`src/rtl/sar_result_buffer_pkg.sv`:
```
// Shared types and constants for the SAR result buffer and its neighbours.
// The package is named sar_pkg so other SAR blocks can import it too.
package sar_pkg;

  typedef enum logic [1:0] {
    S_IDLE,
    S_ACQ,
    S_HOLD
  } state_e;

  localparam int ADC_DATA_W   = 8;
  localparam int AVG_LOG2_DEF = 2;

  // Wide enough to hold the sum of a full averaging window without wrapping.
  function automatic int acc_width(input int data_w, input int avg_log2);
    return data_w + avg_log2;
  endfunction

  localparam int ACC_W_DEF = acc_width(ADC_DATA_W, AVG_LOG2_DEF);

endpackage

```
`src/rtl/sar_result_buffer_if.sv`:
```
// Bundle of the conversion-engine, control and consumer-side signals of the result buffer.
interface sar_result_buffer_if #(
  parameter int DATA_W     = sar_pkg::ADC_DATA_W,
  parameter int FIFO_DEPTH = 8
);

  localparam int LEVEL_W = $clog2(FIFO_DEPTH) + 1;

  logic               run;
  logic               avg_en;
  logic               clear;
  logic               ADC_done;
  logic [DATA_W-1:0]  ADC_data;
  logic               ADC_start;
  logic               out_valid;
  logic               out_ready;
  logic [DATA_W-1:0]  out_data;
  logic [LEVEL_W-1:0] level;
  logic               overflow;

  modport master (
    output run, avg_en, clear, ADC_done, ADC_data, out_ready,
    input  ADC_start, out_valid, out_data, level, overflow
  );

  modport slave (
    input  run, avg_en, clear, ADC_done, ADC_data, out_ready,
    output ADC_start, out_valid, out_data, level, overflow
  );

endinterface

```
`src/rtl/sar_result_buffer_fifo.sv`:
```
// First-word-fall-through synchronous FIFO; the head is visible whenever it is non-empty.
// A push into a full FIFO only lands when a pop frees the head slot in the same cycle.
module sync_fifo_fwft #(
  parameter int WIDTH = 8,
  parameter int DEPTH = 8
) (
  input  logic                   clk,
  input  logic                   rst_n,
  input  logic                   clear_i,
  input  logic                   push_i,
  input  logic [WIDTH-1:0]       wdata_i,
  input  logic                   pop_i,
  output logic [WIDTH-1:0]       rdata_o,
  output logic                   full_o,
  output logic                   empty_o,
  output logic [$clog2(DEPTH):0] level_o,
  output logic [$clog2(DEPTH):0] level_nxt_o
);

  localparam int PTR_W   = $clog2(DEPTH);
  localparam int LEVEL_W = PTR_W + 1;

  logic [WIDTH-1:0]   mem_q [DEPTH];
  logic [PTR_W-1:0]   wr_ptr_q, wr_ptr_d;
  logic [PTR_W-1:0]   rd_ptr_q, rd_ptr_d;
  logic [LEVEL_W-1:0] level_q, level_d;
  logic               do_push;
  logic               do_pop;

  assign full_o      = (level_q == LEVEL_W'(DEPTH));
  assign empty_o     = (level_q == '0);
  assign do_pop      = pop_i && !empty_o && !clear_i;
  assign do_push     = push_i && (!full_o || do_pop) && !clear_i;
  assign rdata_o     = empty_o ? '0 : mem_q[rd_ptr_q];
  assign level_o     = level_q;
  assign level_nxt_o = level_d;

  always_comb begin
    wr_ptr_d = wr_ptr_q;
    rd_ptr_d = rd_ptr_q;
    level_d  = level_q;
    if (clear_i) begin
      wr_ptr_d = '0;
      rd_ptr_d = '0;
      level_d  = '0;
    end else begin
      if (do_push) wr_ptr_d = wr_ptr_q + PTR_W'(1);
      if (do_pop)  rd_ptr_d = rd_ptr_q + PTR_W'(1);
      case ({do_push, do_pop})
        2'b10:   level_d = level_q + LEVEL_W'(1);
        2'b01:   level_d = level_q - LEVEL_W'(1);
        default: level_d = level_q;
      endcase
    end
  end

  always_ff @(posedge clk or negedge rst_n) begin
    if (!rst_n) begin
      wr_ptr_q <= '0;
      rd_ptr_q <= '0;
      level_q  <= '0;
    end else begin
      wr_ptr_q <= wr_ptr_d;
      rd_ptr_q <= rd_ptr_d;
      level_q  <= level_d;
    end
  end

  // Storage needs no reset: the read path is gated by empty.
  always_ff @(posedge clk) begin
    if (do_push) mem_q[wr_ptr_q] <= wdata_i;
  end

endmodule

```
`src/rtl/sar_result_buffer.sv`:
```
// Triggers SAR conversions, optionally averages 2^AVG_LOG2 results with round-half-up,
// and queues them for a valid/ready consumer; runs on the comparator clock.
module sar_result_buffer
  import sar_pkg::*;
#(
  parameter int DATA_W     = ADC_DATA_W,
  parameter int AVG_LOG2   = AVG_LOG2_DEF,
  parameter int FIFO_DEPTH = 8
) (
  input logic                clk_comp,
  input logic                Reset_n,
  sar_result_buffer_if.slave bus
);

  localparam int                 ACC_W    = acc_width(DATA_W, AVG_LOG2);
  localparam int                 LEVEL_W  = $clog2(FIFO_DEPTH) + 1;
  localparam logic [LEVEL_W-1:0] FULL_LVL = LEVEL_W'(FIFO_DEPTH);
  localparam logic [AVG_LOG2-1:0] CNT_LAST = '1;
  localparam logic [ACC_W-1:0]   HALF     = ACC_W'(1) << (AVG_LOG2 - 1);

  state_e              state_q, state_d;
  logic                avg_mode_q, avg_mode_d;
  logic                start_q;
  logic [ACC_W-1:0]    acc_q, acc_d;
  logic [AVG_LOG2-1:0] cnt_q, cnt_d;
  logic                overflow_q, overflow_d;

  logic                push_req;
  logic [DATA_W-1:0]   push_data;
  logic                pop;
  logic                fifo_full;
  logic                fifo_empty;
  logic [LEVEL_W-1:0]  level;
  logic [LEVEL_W-1:0]  level_nxt;
  logic [DATA_W-1:0]   head;

  assign pop = !fifo_empty && bus.out_ready;

  sync_fifo_fwft #(
    .WIDTH (DATA_W),
    .DEPTH (FIFO_DEPTH)
  ) u_fifo (
    .clk         (clk_comp),
    .rst_n       (Reset_n),
    .clear_i     (bus.clear),
    .push_i      (push_req),
    .wdata_i     (push_data),
    .pop_i       (pop),
    .rdata_o     (head),
    .full_o      (fifo_full),
    .empty_o     (fifo_empty),
    .level_o     (level),
    .level_nxt_o (level_nxt)
  );

  assign bus.ADC_start = start_q;
  assign bus.out_valid = !fifo_empty;
  assign bus.out_data  = head;
  assign bus.level     = level;
  assign bus.overflow  = overflow_q;

  // Full detection looks at the post-edge level so HOLD starts on the filling edge.
  always_comb begin
    state_d = state_q;
    case (state_q)
      S_IDLE: if (bus.run) state_d = S_ACQ;
      S_ACQ: begin
        if (!bus.run) state_d = S_IDLE;
        else if (level_nxt == FULL_LVL && !pop) state_d = S_HOLD;
      end
      S_HOLD: begin
        if (!bus.run) state_d = S_IDLE;
        else if (level_nxt != FULL_LVL) state_d = S_ACQ;
      end
      default: state_d = S_IDLE;
    endcase
  end

  always_comb begin
    acc_d      = acc_q;
    cnt_d      = cnt_q;
    push_req   = 1'b0;
    push_data  = bus.ADC_data;
    avg_mode_d = avg_mode_q;
    if (state_q == S_IDLE && bus.run) avg_mode_d = bus.avg_en;
    if (bus.clear || state_q == S_IDLE) begin
      acc_d = '0;
      cnt_d = '0;
    end else if (bus.ADC_done) begin
      if (!avg_mode_q) begin
        push_req = 1'b1;
      end else if (cnt_q == CNT_LAST) begin
        push_req  = 1'b1;
        push_data = DATA_W'((acc_q + ACC_W'(bus.ADC_data) + HALF) >> AVG_LOG2);
        acc_d     = '0;
        cnt_d     = '0;
      end else begin
        acc_d = acc_q + ACC_W'(bus.ADC_data);
        cnt_d = cnt_q + AVG_LOG2'(1);
      end
    end
    overflow_d = bus.clear ? 1'b0 : (overflow_q | (push_req && fifo_full && !pop));
  end

  always_ff @(posedge clk_comp or negedge Reset_n) begin
    if (!Reset_n) begin
      state_q    <= S_IDLE;
      avg_mode_q <= 1'b0;
      start_q    <= 1'b0;
      acc_q      <= '0;
      cnt_q      <= '0;
      overflow_q <= 1'b0;
    end else begin
      state_q    <= state_d;
      avg_mode_q <= avg_mode_d;
      start_q    <= (state_q == S_ACQ);
      acc_q      <= acc_d;
      cnt_q      <= cnt_d;
      overflow_q <= overflow_d;
    end
  end

endmodule

```
`src/flat_wrapper.sv`:
```
// flat-port wrapper written by rule: the top's interface ports become plain ports
module sar_result_buffer_flat import sar_pkg::*;
#(
  parameter int DATA_W     = ADC_DATA_W,
  parameter int AVG_LOG2   = AVG_LOG2_DEF,
  parameter int FIFO_DEPTH = 8
)
  (clk_comp, Reset_n, bus_run, bus_avg_en, bus_clear, bus_ADC_done, bus_ADC_data, bus_out_ready, bus_ADC_start, bus_out_valid, bus_out_data, bus_level, bus_overflow);
  sar_result_buffer_if #(.DATA_W(DATA_W), .FIFO_DEPTH(FIFO_DEPTH)) bus_i ();
  input logic clk_comp;
  input logic Reset_n;
  input wire logic [$bits(bus_i.run)-1:0] bus_run;
  input wire logic [$bits(bus_i.avg_en)-1:0] bus_avg_en;
  input wire logic [$bits(bus_i.clear)-1:0] bus_clear;
  input wire logic [$bits(bus_i.ADC_done)-1:0] bus_ADC_done;
  input wire logic [$bits(bus_i.ADC_data)-1:0] bus_ADC_data;
  input wire logic [$bits(bus_i.out_ready)-1:0] bus_out_ready;
  output wire logic [$bits(bus_i.ADC_start)-1:0] bus_ADC_start;
  output wire logic [$bits(bus_i.out_valid)-1:0] bus_out_valid;
  output wire logic [$bits(bus_i.out_data)-1:0] bus_out_data;
  output wire logic [$bits(bus_i.level)-1:0] bus_level;
  output wire logic [$bits(bus_i.overflow)-1:0] bus_overflow;
  assign bus_i.run = bus_run;
  assign bus_i.avg_en = bus_avg_en;
  assign bus_i.clear = bus_clear;
  assign bus_i.ADC_done = bus_ADC_done;
  assign bus_i.ADC_data = bus_ADC_data;
  assign bus_i.out_ready = bus_out_ready;
  assign bus_ADC_start = bus_i.ADC_start;
  assign bus_out_valid = bus_i.out_valid;
  assign bus_out_data = bus_i.out_data;
  assign bus_level = bus_i.level;
  assign bus_overflow = bus_i.overflow;
  sar_result_buffer #(.DATA_W(DATA_W), .AVG_LOG2(AVG_LOG2), .FIFO_DEPTH(FIFO_DEPTH)) u_core (.clk_comp(clk_comp), .Reset_n(Reset_n), .bus(bus_i));
endmodule
```
`config.mk`:
```
export PLATFORM = sky130hd
export DESIGN_NAME = sar_result_buffer_flat
export DESIGN_NICKNAME = d
export VERILOG_FILES = /design/src/rtl/sar_result_buffer_pkg.sv /design/src/rtl/sar_result_buffer_if.sv /design/src/rtl/sar_result_buffer_fifo.sv /design/src/rtl/sar_result_buffer.sv /design/src/flat_wrapper.sv
export SDC_FILE = /design/constraint.sdc
export NUM_CORES = 1
export LEC_CHECK = 0
export BUFFER_PORTS_ARGS = -buffer_cell sky130_fd_sc_hd__buf_2
export CAP_MARGIN = 5
export CORE_UTILIZATION = 41
export CTS_BUF_LIST = sky130_fd_sc_hd__clkbuf_8
export CTS_CLUSTER_DIAMETER = 40
export CTS_CLUSTER_SIZE = 25
export DETAILED_ROUTE_END_ITERATION = 10
export PLACE_DENSITY = 0.67
export SYNTH_ARGS = -nofsm -noshare
export SYNTH_HDL_FRONTEND = slang
export SYNTH_SLANG_ARGS = --single-unit
```
`constraint.sdc`:
```
create_clock -name clk_comp -period 7.6 [get_ports clk_comp]
set_input_delay 0.76 -clock clk_comp [delete_from_list [all_inputs] [get_ports clk_comp]]
set_output_delay 0.76 -clock clk_comp [all_outputs]
set_load 0.05 [all_outputs]
```
==> impl_metrics.env <==
export IMPL_status="finished, final reports clean"
export IMPL_cts_tree="yes"
export IMPL_row_count=37
export IMPL_rsz0062_at_grt="false"
export IMPL_crit_type="flip-flop to primary output"
export IMPL_ant_nets=0
export IMPL_numCtsBuffers=9
export IMPL_boundaryPins=30
export IMPL_cts_hold_buf=0
export IMPL_worst_pin_slew_ns=1.09
export IMPL_core_area_sq_um=10400
export IMPL_area_growth_syn_to_layout_pct=11.6
export IMPL_clock_sinks=91
export IMPL_wl_per_cell_um=16.8
export IMPL_required_ns=6.84
export IMPL_initial_core_util_pct=42.6
export IMPL_htreeDepth=3
export IMPL_vias=2648
export IMPL_fin_cells=494
export IMPL_cp_arrival_ns=2.54
export IMPL_finalSetupViolations=0
export IMPL_slew_headroom_pct=27.3
export IMPL_final_core_util_pct=47.5
export IMPL_hold_class="input port to asynchronous set/reset pin"
export IMPL_powerDensity_nw_per_um2=206
export IMPL_setup_tns_final_ns=0
export IMPL_clock_latency_ns=0.36
export IMPL_ys_warn_count=0
export IMPL_finalCritPeriodShare_pct=43.4
export IMPL_dpl_instance_area_sq_um=4730
export IMPL_total_power_uw=1020
export IMPL_yosysTopAreaCell="edfxtp_1"
export IMPL_fin_skew_ns=0.0174
export IMPL_drt_total_wl_mm=8.29
export IMPL_layout_nets=384
export IMPL_die_h_um=106
export IMPL_peakVddDrop_uv=80.2
export IMPL_drt_first_pass_iters=4
export IMPL_period_minus_slack_ns=3.30
export IMPL_antenna_cells=0
export IMPL_clk_pin_slew_ns=0.09
export IMPL_synth_area_leaders="edfxtp_1, dfrtp_1, mux4_2"
export IMPL_cp_max_fo=18
export IMPL_grtUsageTotal_pct=16.1
export IMPL_synth_edf_count=64
export IMPL_io_buffer_count=29
export IMPL_drc=0
export IMPL_post_cts_resized=0
export IMPL_fmax_mhz=303
export IMPL_grt_pass1_vias=2662
export IMPL_syn_cell_area_sq_um=4440
export IMPL_leakagePower_uw=0.00191
export IMPL_grt_ovfl_total=0
export IMPL_cap_violations=0
export IMPL_grt_pass1_wl_mm=13.7
export IMPL_crit_path_end_kind="primary output"
export IMPL_ys_seq_elements=91
export IMPL_synthesis_nets=352
export IMPL_worstSetupStartpointType="flip-flop"
export IMPL_slew_violations=0
export IMPL_antenna_found_initial=0
export IMPL_fp_dieArea_sq_um=11200
export IMPL_dp_hpwl_mm=5.68
export IMPL_hold_viol=0
export IMPL_synth_ff_type="edfxtp_1"
export IMPL_place_inst=478
export IMPL_via_per_inst=5.36
export IMPL_cts_setup_buffers=0
export IMPL_place_gp_congestion=0.777
export IMPL_synth_distinct_cells=57
export IMPL_r2r_cells=12
export IMPL_die_width_um=106
export IMPL_drtIter0Drc=127
export IMPL_post_route_cell_area_sq_um=4950
export IMPL_ys_seq_area_share_pct=58.5
export IMPL_clockBufferDepth=2
export IMPL_layout_drive_gt1_share_pct=22.3
export IMPL_cts_root_buf="clkbuf_8"
export IMPL_avgSynthCellArea_sq_um=13.8
export IMPL_async_flop_share_pct=29.7
export IMPL_netlist_area_leader_share_pct=43.3
export IMPL_synthCells=321
export IMPL_grt_max_degree=28
-- where the power goes --
part	total (uW)	switching (uW)	internal, uW
combinational	111	69.1	41.5
sequential	547	9.58	537
clock	361	173	188
total	1020	252	766
-- cell type report --
class                   count  area, sq um
multi-input cells         213         1770
clock buffers               9          124
clock inverters             7         97.6
well taps                 136          170
fillers                   915         5460
inverters                   6         22.5
flip-flops and latches     91         2600
repair buffers             32          168
-- cell usage after synthesis, types with 2 or more instances --
cell and count:
or2_1 3, a21boi_0 2, mux2i_1 10, dfrtp_1 27, xnor2_1 4, mux2_2 3
nand3_1 8, nor4_1 3, nor2b_1 3, a21oi_1 17, o21ai_0 3, o21ba_2 2
nor2_1 27, ha_1 15, buf_2 4, nand2_1 22, mux4_2 16, and3_1 3
inv_1 5, nor3_1 6, nor4_4 2, nand4_1 3, a211oi_1 2, o21ai_1 6
buf_1 2, clkbuf_1 5, nand2b_1 5, a22o_1 9, a21o_1 2, edfxtp_1 64
xor2_1 11, or3_1 2
-- per-layer routing --
metal / vias to the layer above / wire length [um] / global-route usage [%]
li1: 1288 / - / -
met1: 1303 / 3760 / 20.8
met2: 49 / 4160 / 27.3
met3: 8 / 257 / 2.58
met4: 0 / 107 / 6.25
met5: - / 0 / 0
-- final timing paths --
check,from,endpoint,slack (ns)
max,u_core.u_fifo.rd_ptr_q[0],bus_out_data[7],4.30
min,Reset_n,u_core.bus.overflow,0.42
max reg2reg,u_core.u_fifo.level_o[2],u_core.state_q[0],4.40
min reg2reg,u_core.acc_q[9],u_core.acc_q[9],0.49
max in group asynchronous,Reset_n,u_core.acc_q[5],6.75
min in group clk_comp,u_core.acc_q[9],u_core.acc_q[9],0.49
-- placed cells by master (no fill, tap or decap), types with 5 or more instances in the layout --
master / n
a21oi_1: 17
nand2_1: 22
buf_2: 29
xor2_1: 11
nand2b_1: 5
edfxtp_1: 64
dfrtp_1: 27
inv_1: 6
ha_1: 15
o21ai_1: 6
mux4_2: 16
mux2i_1: 10
clkbuf_8: 9
nand3_1: 8
a22o_1: 9
nor3_1: 6
nor2_1: 27
-- worst max-delay path: stages, from the launching register on --
cell and delay, ns:
dfrtp_1 1.07, mux4_2 0.60, mux2i_1 0.22, nor2_1 0.06, buf_2 0.23
-- sequential cells by signal, summed over array words and instances (netlist names) --
register,count
u_core.bus.ADC_start,1
u_core.bus.overflow,1
u_core.cnt_q,2
u_core.u_fifo.rd_ptr_q,3
u_core.u_fifo.wr_ptr_q,3
u_core.u_fifo.mem_q,64
u_core.u_fifo.level_o,4
u_core.state_q,2
u_core.avg_mode_q,1
u_core.acc_q,10
-- per-stage QoR --
stage,setup slack [ns],hold WS [ns]
after CTS,4.19,0.424
after detailed placement,3.99,0.480
after global routing,4.04,0.452
final,4.30,0.421
after floorplan,4.29,0.446
after global placement,4.10,0.471
-- cell families after synthesis --
kind of cell | Yosys count | share of synthesized area [%]
and+or+nand+nor | 94 | 11.2
DFF | 91 | 58.5
AOI/OAI and AO/OA | 57 | 9.19
muxes | 29 | 11.1
xor gates and xnor gates | 17 | 3.69
buffers and inverters | 17 | 1.55
adders and majority gates | 16 | 4.68
Power figures use the tool's default switching activity.
